### src/rtl/serial_tx_frame.sv
// serial_tx_frame: framed serial transmitter.
// Accepts a DATA_W-bit word over valid/ready and sends it as
// start bit (0), data bits LSB-first, optional parity, stop bit (1),
// each bit held for CLKS_PER_BIT clocks. The line idles high.
// Optional feature: define SERIAL_TX_PARITY_EN to insert an even-parity
// bit between the last data bit and the stop bit.
module serial_tx_frame #(
   parameter int DATA_W       = 8,
   parameter int CLKS_PER_BIT = 4
) (
   input  logic              clk,
   input  logic              resetn,
   input  logic              in_valid,
   input  logic [DATA_W-1:0] in_data,
   output logic              in_ready,
   output logic              out,
   output logic              busy
);

   // Divider and bit counter keep at least one bit so CLKS_PER_BIT=1 and
   // DATA_W=1 still elaborate; with one bit the "last" compare is always true.
   localparam int DIV_W = (CLKS_PER_BIT > 1) ? $clog2(CLKS_PER_BIT) : 1;
   localparam int BIT_W = (DATA_W > 1) ? $clog2(DATA_W) : 1;
   localparam logic [DIV_W-1:0] DIV_LAST = DIV_W'(CLKS_PER_BIT - 1);
   localparam logic [BIT_W-1:0] BIT_LAST = BIT_W'(DATA_W - 1);

`ifdef SERIAL_TX_PARITY_EN
   typedef enum logic [2:0] {S_IDLE, S_START, S_DATA, S_PARITY, S_STOP} state_t;
`else
   typedef enum logic [2:0] {S_IDLE, S_START, S_DATA, S_STOP} state_t;
`endif

   state_t              r_state;
   logic [DIV_W-1:0]    r_div;
   logic [BIT_W-1:0]    r_bit;
   logic [DATA_W-1:0]   r_shift;
   logic                r_out;
   logic                r_busy;
`ifdef SERIAL_TX_PARITY_EN
   logic                r_parity;
`endif

   logic                w_div_last;
   logic                w_accept;
   logic [DATA_W-1:0]   w_shift_next;

   assign w_div_last   = (r_div == DIV_LAST);
   assign w_accept     = in_valid && (r_state == S_IDLE);
   assign w_shift_next = r_shift >> 1;

   assign in_ready = (r_state == S_IDLE);
   assign out      = r_out;
   assign busy     = r_busy;

   // Frame sequencer: state, divider, bit counter, shift register and the
   // registered line/busy outputs all advance together on each clock.
   always_ff @(posedge clk or negedge resetn) begin
      if (!resetn) begin
         r_state  <= S_IDLE;
         r_div    <= '0;
         r_bit    <= '0;
         r_shift  <= '0;
         r_out    <= 1'b1;
         r_busy   <= 1'b0;
`ifdef SERIAL_TX_PARITY_EN
         r_parity <= 1'b0;
`endif
      end else begin
         case (r_state)
            S_IDLE: begin
               r_out  <= 1'b1;
               r_busy <= 1'b0;
               if (w_accept) begin
                  // Start bit goes on the line the cycle after accept.
                  r_state  <= S_START;
                  r_shift  <= in_data;
                  r_div    <= '0;
                  r_bit    <= '0;
                  r_out    <= 1'b0;
                  r_busy   <= 1'b1;
`ifdef SERIAL_TX_PARITY_EN
                  r_parity <= ^in_data;
`endif
               end
            end
            S_START: begin
               if (w_div_last) begin
                  r_state <= S_DATA;
                  r_div   <= '0;
                  r_out   <= r_shift[0];
               end else begin
                  r_div <= r_div + DIV_W'(1);
               end
            end
            S_DATA: begin
               if (w_div_last) begin
                  r_div <= '0;
                  if (r_bit == BIT_LAST) begin
`ifdef SERIAL_TX_PARITY_EN
                     r_state <= S_PARITY;
                     r_out   <= r_parity;
`else
                     r_state <= S_STOP;
                     r_out   <= 1'b1;
`endif
                  end else begin
                     // Present the next bit in the same edge the word shifts.
                     r_bit   <= r_bit + BIT_W'(1);
                     r_shift <= w_shift_next;
                     r_out   <= w_shift_next[0];
                  end
               end else begin
                  r_div <= r_div + DIV_W'(1);
               end
            end
`ifdef SERIAL_TX_PARITY_EN
            S_PARITY: begin
               if (w_div_last) begin
                  r_state <= S_STOP;
                  r_div   <= '0;
                  r_out   <= 1'b1;
               end else begin
                  r_div <= r_div + DIV_W'(1);
               end
            end
`endif
            S_STOP: begin
               if (w_div_last) begin
                  // busy drops and in_ready rises on the first IDLE cycle.
                  r_state <= S_IDLE;
                  r_div   <= '0;
                  r_out   <= 1'b1;
                  r_busy  <= 1'b0;
               end else begin
                  r_div <= r_div + DIV_W'(1);
               end
            end
            default: begin
               r_state <= S_IDLE;
               r_div   <= '0;
               r_out   <= 1'b1;
               r_busy  <= 1'b0;
            end
         endcase
      end
   end

endmodule

### config.mk
export PLATFORM = sky130hd
export DESIGN_NAME = serial_tx_frame
export DESIGN_NICKNAME = d
export VERILOG_FILES = /design/src/rtl/serial_tx_frame.sv
export SDC_FILE = /design/constraint.sdc
export NUM_CORES = 1
export LEC_CHECK = 0
export BUFFER_PORTS_ARGS = -buffer_cell sky130_fd_sc_hd__buf_2
export CORE_ASPECT_RATIO = 0.9
export CORE_MARGIN = 4
export CORE_UTILIZATION = 35
export CTS_CLUSTER_DIAMETER = 80
export CTS_CLUSTER_SIZE = 40
export DETAILED_ROUTE_END_ITERATION = 7
export SYNTH_ARGS = -nofsm -noshare
export SYNTH_HDL_FRONTEND = slang
export SYNTH_SLANG_ARGS = --single-unit
export TNS_END_PERCENT = 30
### constraint.sdc
create_clock -name clk -period 2.21 [get_ports clk]
set_clock_uncertainty 0.05 [all_clocks]
set_input_delay 0.3315 -clock clk [delete_from_list [all_inputs] [get_ports clk]]
set_output_delay 0.3315 -clock clk [all_outputs]
set_load 0.05 [all_outputs]
After elaboration in Yosys (flattened, before gate mapping). Index checks and enable logic that the tools add are counted.

Multiplexer cells: 26. Equality and inequality tests: 11. Reductions and logical operators: 9. $add $sub $neg: 2. Bitwise logic cells: 1.

Operators with widths (number): two-way mux 3 bit (8); two-way mux 8 bit (3); one-hot mux 8 bit (2 select lines) (1); one-hot mux 3 bit (4 select lines) (1); != test 2 bit, second input constant (5); two-way mux 1 bit (7); == test 3 x 2 -> 1 bit, second input constant (2); one-hot mux 3 bit (2 select lines) (1); AND reduction 5 bit (1); two-way mux 2 bit (2); one-hot mux 1 bit (4 select lines) (1); one-hot mux 2 bit (2 select lines) (1); AND reduction 4 bit (1); adder 3 x 1 -> 3 bit, second input constant (1); == test 3 x 1 -> 1 bit, second input constant (1); == test 3 bit, second input constant (1); zero test 3 bit (1); one-hot mux 1 bit (3 select lines) (1); AND reduction 3 bit (1); OR reduction 3 bit (1); adder 2 x 1 -> 2 bit, second input constant (1); == test 2 bit, second input constant (1); != test 2 x 1 -> 1 bit, second input constant (1); AND reduction 2 bit (1); other kinds (4) (4).

Output and inout port bits: 3. Logic and storage cells: 55. Register bits after elaboration: 18. Input port bits: 11.

Longest topological paths before layout. Gate-level depths: netlist of run 1.

Depth in word-level cells: 4. Gate-level depth with buffers: 6. Depth with buffers taken out: 5.

Worst setup path after synthesis of run 1. OpenSTA, ideal clock, no wires.

Kind: reg2reg. Start point: register r_state[0]. End point: register r_shift[0]. Cell stages (with the launch flop): 7. Arrival: 1910 ps. Required time: 2035 ps. Period minus slack after synthesis: 2085 ps. Path buffers: 1. Setup time: 125 ps. Setup slack: 125 ps. Cell sequence: dfrtp_1 > inv_1 > ha_1 > nor2_1 > a211oi_2 > buf_6 > mux2_4.

Cells in the longest elaborated chain, start to end: 4. Elaborated cells between the ends (all ways): 9. Those cells by class: 4 x eq/ne; 1 x mux; 4 x reduce/logical.

RTL lines: start, declared (line 33) `state_t r_state;`; start signal, assigned (line 59) `r_state <= S_IDLE;`; start signal, assigned (line 75) `r_state <= S_START;`; start signal, assigned (line 88) `r_state <= S_DATA;`; zero test 3 bit *; named net in_ready (line 15) `output logic in_ready,`; logical AND 1 bit (line 48) `assign w_accept = in_valid && (r_state == S_IDLE);`; != test 2 x 1 -> 1 bit (no source line); AND reduction 4 bit (no source line); end signal, assigned (line 76) `r_shift <= in_data;`; end signal, assigned (line 109) `r_shift <= w_shift_next;`; end, declared (line 36) `logic [DATA_W-1:0] r_shift;`.

The timed path passes the listed nets; every way through them passes the cells marked *. A chain may end at the register's enable or synchronous reset.

Worst setup path after layout of run 1.
Start point: register r_bit[0]. End point: register r_shift[4].

Cells in the longest elaborated chain, start to end: 3.

RTL lines: start, declared (line 35) `logic [BIT_W-1:0] r_bit;`; start signal, assigned (line 108) `r_bit <= r_bit + BIT_W'(1);`; == test 3 bit (line 98) `if (r_bit == BIT_LAST) begin`; != test 2 bit (no source line); AND reduction 4 bit (no source line).

Every way passes these cells.

==> results of run 1 <==
==> flip-flops by register name, summed over array words and instances, names as in the netlist <==
signal,count
out,1
r_div,2
r_state,2
r_shift,8
r_bit,3
busy,1
==> cells in the final DEF, fill, tap and decap left out, types with 2 or more instances in the layout <==
cell	instances
a21oi_1	2
buf_2	13
buf_4	3
clkbuf_4	3
dfrtp_1	16
ha_1	7
inv_1	7
mux2_2	9
mux2_4	6
nand2_1	3
nor3_1	2
o21ai_0	4
o2bb2ai_1	2
o31ai_1	2
==> final timing paths <==
path                       depth (start not counted)                endpoint                 start
setup / recovery                                   6  r_shift[4]$_DFFE_PN0P_  r_bit[0]$_DFFE_PN0P_
hold / removal                                     3        busy$_DFFE_PN0P_              in_valid
setup reg to reg                                   6  r_shift[4]$_DFFE_PN0P_  r_bit[0]$_DFFE_PN0P_
hold reg to reg                                    1    r_div[0]$_DFFE_PN0P_  r_div[0]$_DFFE_PN0P_
max in group asynchronous                          2         out$_DFFE_PN1P_                resetn
min in group asynchronous                          2  r_state[1]$_DFFE_PN0P_                resetn
==> worst min-delay path, delay by kind of cell <==
family	cells	cell delay [ns]
AOI/OAI and AO/OA	1	0.05
buffers and inverters	1	0.12
and+or+nand+nor	1	0.05
==> synth_stat cells (all sizes together) <==
master	instances
o2bb2ai	2
o21ai	4
o31ai	2
nand4	1
dfrtp	16
a21oi	2
nor2	1
ha	7
o31a	1
nand2b	2
dfstp	1
or3	1
mux2i	1
nand2	3
mux2	15
a211oi	1
buf	2
o21a	1
o2111ai	1
nor3	2
inv	7
o221ai	1
and2b	2
==> routing by layer <==
metal | global-route usage, % | wire length, µm | vias to the layer above
li1 | - | - | 310
met1 | 12.2 | 786 | 292
met3 | 3.54 | 42 | 2
met5 | 0 | 0 | -
met4 | 5.66 | 27 | 0
met2 | 17.0 | 774 | 7
==> kinds of logic (layout without fill, tap and decap cells) <==
family                     Yosys count  after routing  share of synthesized area (%)
DFF                                 17             17                           45.4
buffers and inverters                9             28                           4.79
muxes                               16             16                           21.4
AOI/OAI and AO/OA                   15             15                           11.7
adders and majority gates            7              7                           9.32
and+or+nand+nor                     12             12                           7.33
==> layout make-up <==
| class | count | share of cell area [%] |
|---|---|---|
| clock buffer | 4 | 2.43 |
| inverter | 7 | 2.43 |
| multi-input combinational | 50 | 43.3 |
| sequential | 17 | 39.5 |
| tap | 28 | 3.24 |
| timing repair buffer | 17 | 9.04 |
==> power by group <==
group	internal [mW]	total, mW	switching [mW]
logic	0.495	0.959	0.463
registers	0.463	0.548	0.0857
clock network	0.0702	0.161	0.0905
==> summary.txt, run 1 <==
Synth
  – Syn_nets: 94
  – Synth area leaders: dfrtp_1, mux2_2, mux2_4
  – Post-synth top area cell: dfrtp_1
  – YS warnings: 0
  – Mean area per synthesized cell: 12.4 µm²
  – Post-synthesis sequential area ratio: 45.4%
  – Synth top area share: between 40 and 50%
  – Mapped Area: around 940 µm²
  – Unique masters post-synth: 27
  – Synth Register Bits: 17
  – Synthesized instance count: 76

Routing
  – DR WL/cell: roughly 13 µm
  – Initial drt markers: 4
  – Drt drc: 0
  – Final wirelength: 1630 µm
  – Antenna-violating nets left: 0
  – Vias/cell: 4.97
  – Via count: ~610
  – Router iterations before antenna repair: 4

Timing
  – Worst-margin pin slew: 0.388 ns
  – Tcrit/Tclk final: 88.9%
  – Fin. Hold Viols: 0
  – Fmax: roughly 0.51 GHz
  – Final Worst Setup Slack: 0.244 ns
  – Slew headroom: roughly three quarters
  – Min Hold Slack: 0.259 ns
  – Final Max Tran Viols: 0
  – Setup TNS Final: 0 ns
  – # setup viols final: 0
  – Final min period: 1.97 ns
  – RSZ-0062 raised after global routing: false

Cells and area
  – Fin nets: 114
  – Register area: around 430 µm²
  – Post-layout util: 43.0%
  – Final instance area: 1080 µm²
  – Multi-input combinational cell area: between 400 and 500 µm²
  – Layout cells sized above 1: 41.1%
  – Non-Filler Instances: 123
  – Area Growth Syn to Fin: 14.9%
  – Fillers: 249
  – Diodes inserted: 0

Setup path
  – Worst EP arrival: 2.09 ns
  – Worst Path Buf+Inv: 1
  – Largest delay share family, worst path: flip-flops
  – Crit-path most repeated cell: ha_1
  – Worst-path cell chain: ha_1 > ha_1 > nand2b_2 > a211oi_2 > buf_4 > mux2_2
  – Worst path slowest cell: dfrtp_1
  – Critical path type: flop to flop
  – Startpoint types: flop
  – Reg-to-reg setup timing slack: 0.24 ns
  – Crit. End Element: flop
  – Worst EP required: approximately 2.3 ns
  – CP max FO: 11
  – Slowest Stage Delay on Critical Path: a little over 0.4 ns

Clocking
  – Post-cts gate resize count: 0
  – Clock Path Buffers: 2
  – Post-CTS Setup Inserts: 0
  – Clk Latency, worst-skew pair: 0.29 ns
  – Cts hold-fix bufs: 1
  – Total CTS buffers: 3
  – TritonCTS clock tree: yes
  – CTS root buf: clkbuf_4
  – CTS clk-pin slew, worst paths: approximately 0.09 ns
  – CTS Sinks: 17
  – H-tree Lvls: 1

Placed design
  – Placed Instances: about 120
  – RD Place Congestion: 0.718
  – Final HPWL DP: 1290 µm
  – Post-DP Area: between 1000 and 1500 µm²
  – # port buffers: 13
  – Pre-CTS setup slack: 0.253 ns

GRT
  – Grt total ovfl: 0
  – Vias in the first global route: 641
  – Initial antenna violation count: 0
  – First-pass GRT wire length: 2900 µm
  – Pin count of the biggest net entering global routing: 18
  – GRT Overall Usage: 10.4%

Pwr
  – VDD IR max: 561 µV
  – Power Total: 1.67 mW
  – Pwr dens: 1540 nW/µm²
  – Leakage: 0.509 nW

Die
  – Site Rows: 17
  – Core area: between 2000 and 3000 µm²
  – Starting Density: 37.4%
  – Die Span X: about 63 µm
  – Die H: 57.2 µm
  – Die area: about 3600 µm²
  – IO Pins: 14

Flow run
  – Max-Cap Viols: 0

Run status
  – Status: finished, final reports clean

Hold path
  – Path type of the worst min-delay path: primary input to flop
Power figures use the tool's default switching activity.
==> run 2: changes to the inputs <==
--- a/config.mk
+++ b/config.mk
@@ -12,6 +12,7 @@
 export CTS_CLUSTER_DIAMETER = 80
 export CTS_CLUSTER_SIZE = 40
 export DETAILED_ROUTE_END_ITERATION = 7
+export PLACE_DENSITY_LB_ADDON = 0.15
 export SYNTH_ARGS = -nofsm -noshare
 export SYNTH_HDL_FRONTEND = slang
 export SYNTH_SLANG_ARGS = --single-unit
==> constraint.sdc (replaced) <==
create_clock -name clk -period 2.1 [get_ports clk]
set_clock_uncertainty 0.05 [all_clocks]
set_input_delay 0.315 -clock clk [delete_from_list [all_inputs] [get_ports clk]]
set_output_delay 0.315 -clock clk [all_outputs]
set_load 0.05 [all_outputs]
==> run 2 against run 1 <==
Effect of this change:
- clock power rose by 16%
- first-iteration DRC count rose to 3.3 times the previous value
- final area rose by 2.9%
- largest power group unchanged
- critical path type unchanged
- combinational power rose by 14%
- flip-flop and latch count did not move
- final cell count rose by 1.6%
- highest routed layer unchanged
- power rose by 11%
- die area did not move
==> summary.txt, run 2 (same netlist as run 1, synthesis figures left out) <==
Cells and area
  – Multi-input combinational cell area: 468 µm²
  – Register area: 427 µm²
  – Largest registers: r_shift: 8 flops, r_bit: 3 flops
  – Final instance area: about 1100 µm²
  – Most common cell after layout, fill and taps aside: dfrtp_1
  – Most frequent cells in the layout: dfrtp_1, buf_2, mux2_2, inv_1, ha_1
  – Largest Register: r_shift
  – Area Growth Syn to Fin: 18.2%
  – Max reg flops: 8
  – Fillers: 250
  – Post-layout util: between 40% and 50%
  – Diodes inserted: 0
  – Layout cells sized above 1: between 40 and 50%
  – Fin nets: 116

Setup path
  – CP max FO: 11
  – Worst-path cell chain: ha_1 > ha_1 > nand2b_2 > a211oi_2 > buf_12 > mux2_2
  – Largest delay share family, worst path: adder cells
  – Worst EP arrival: 2.13 ns
  – Worst path slowest cell: dfrtp_1
  – Slowest Stage Delay on Critical Path: 0.41 ns
  – Worst EP required: 2.25 ns
  – Crit-path most repeated cell: ha_1
  – Worst Path Buf+Inv: 1
  – Crit. End Element: flop
  – Startpoint types: flop
  – Critical path type: flop to flop

Timing
  – Tcrit/Tclk final: 94.6%
  – Final min period: 1.99 ns
  – Fmax: 0.504 GHz
  – Worst-margin pin slew: 0.394 ns
  – Setup TNS Final: 0 ns
  – # setup viols final: 0
  – Min Hold Slack: around 0.21 ns
  – Final Max Tran Viols: 0
  – RSZ-0062 raised after global routing: false
  – Slew headroom: 73.7%
  – Fin. Hold Viols: 0

Clocking
  – TritonCTS clock tree: yes
  – H-tree Lvls: 1
  – Cts hold-fix bufs: 1
  – Post-CTS Setup Inserts: 0
  – Post-cts gate resize count: 0
  – CTS root buf: clkbuf_4
  – Clock Path Buffers: 2
  – CTS Sinks: 17
  – Clk Latency, worst-skew pair: roughly 0.3 ns
  – CTS clk-pin slew, worst paths: 0.11 ns
  – Total CTS buffers: 3

Die
  – Starting Density: 37.4%
  – IO Pins: 14
  – Die H: 57.2 µm
  – Core area: 2510 µm²
  – Site Rows: 17
  – Die area: 3580 µm²
  – Die Span X: ~63 µm

Placed design
  – RD Place Congestion: 0.731
  – # port buffers: 13
  – Post-DP Area: 1070 µm²
  – Final HPWL DP: roughly 1300 µm

Routing
  – Drt drc: 0
  – Initial drt markers: 13
  – Router iterations before antenna repair: 3
  – Vias/cell: 4.86
  – Antenna-violating nets left: 0
  – Via count: 608
  – DR WL/cell: around 13 µm
  – Final wirelength: approximately 1600 µm

Run status
  – Status: finished, final reports clean

Pwr
  – Pwr dens: 1660 nW/µm²
  – Leakage: 0.522 nW
  – VDD IR max: 782 µV

GRT
  – Grt total ovfl: 0
  – Pin count of the biggest net entering global routing: 18
  – Vias in the first global route: 643
  – Initial antenna violation count: 0
  – GRT Overall Usage: 10.4%
  – First-pass GRT wire length: 2990 µm

Hold path
  – Path type of the worst min-delay path: primary input to flop

Flow run
  – Max-Cap Viols: 0
## run 2: worst register-to-register path, cell delays in order (launching register included)
cell and delay, ns:
dfrtp_1 0.41, ha_1 0.21, ha_1 0.21, nand2b_2 0.20, a211oi_2 0.30, buf_12 0.18, mux2_2 0.33
## run 2: final timing paths
path | from | endpoint | slack (ns) | cells past startpoint
max in group asynchronous | resetn | out$_DFFE_PN1P_ | 1.27 | 2
setup / recovery | r_bit[0]$_DFFE_PN0P_ | r_shift[4]$_DFFE_PN0P_ | 0.11 | 6
min in group asynchronous | resetn | busy$_DFFE_PN0P_ | 0.41 | 2
hold reg to reg | r_bit[0]$_DFFE_PN0P_ | r_bit[0]$_DFFE_PN0P_ | 0.44 | 1
hold / removal | in_valid | busy$_DFFE_PN0P_ | 0.21 | 3
setup reg to reg | r_bit[0]$_DFFE_PN0P_ | r_shift[4]$_DFFE_PN0P_ | 0.11 | 6
## run 2: per-layer routing
metal / vias up / wire length (µm) / GRT usage (%)
met4: 0 / 13 / 2.83
met1: 286 / 880 / 14.8
met5: - / 0 / 0
met3: 2 / 41 / 3.74
met2: 6 / 708 / 15.0
li1: 314 / - / -
## run 2: stage by stage
step	std cells	setup slack (ns)	power [mW]
2_1_floorplan	76	0.0152	1.41
3_3_place_gp	120	0.170	1.66
3_5_place_dp	120	0.124	1.67
4_1_cts	125	0.106	1.87
5_1_grt	125	0.0406	2.00
6_report	125	0.114	1.85
## run 2: cell type report
class | instances | share of cell area (%)
Timing Repair Buffer | 19 | 11.3
Inverter | 7 | 2.36
Clock buffer | 3 | 2.03
Multi-Input combinational cell | 50 | 42.1
Clock inverter | 1 | 0.676
Tap cell | 28 | 3.15
Sequential cell | 17 | 38.4
## run 2: where the power goes
part / internal [mW] / switching (mW) / total (mW)
Combinational: 0.579 / 0.506 / 1.09
Sequential: 0.486 / 0.0872 / 0.574
Clock: 0.0725 / 0.114 / 0.186
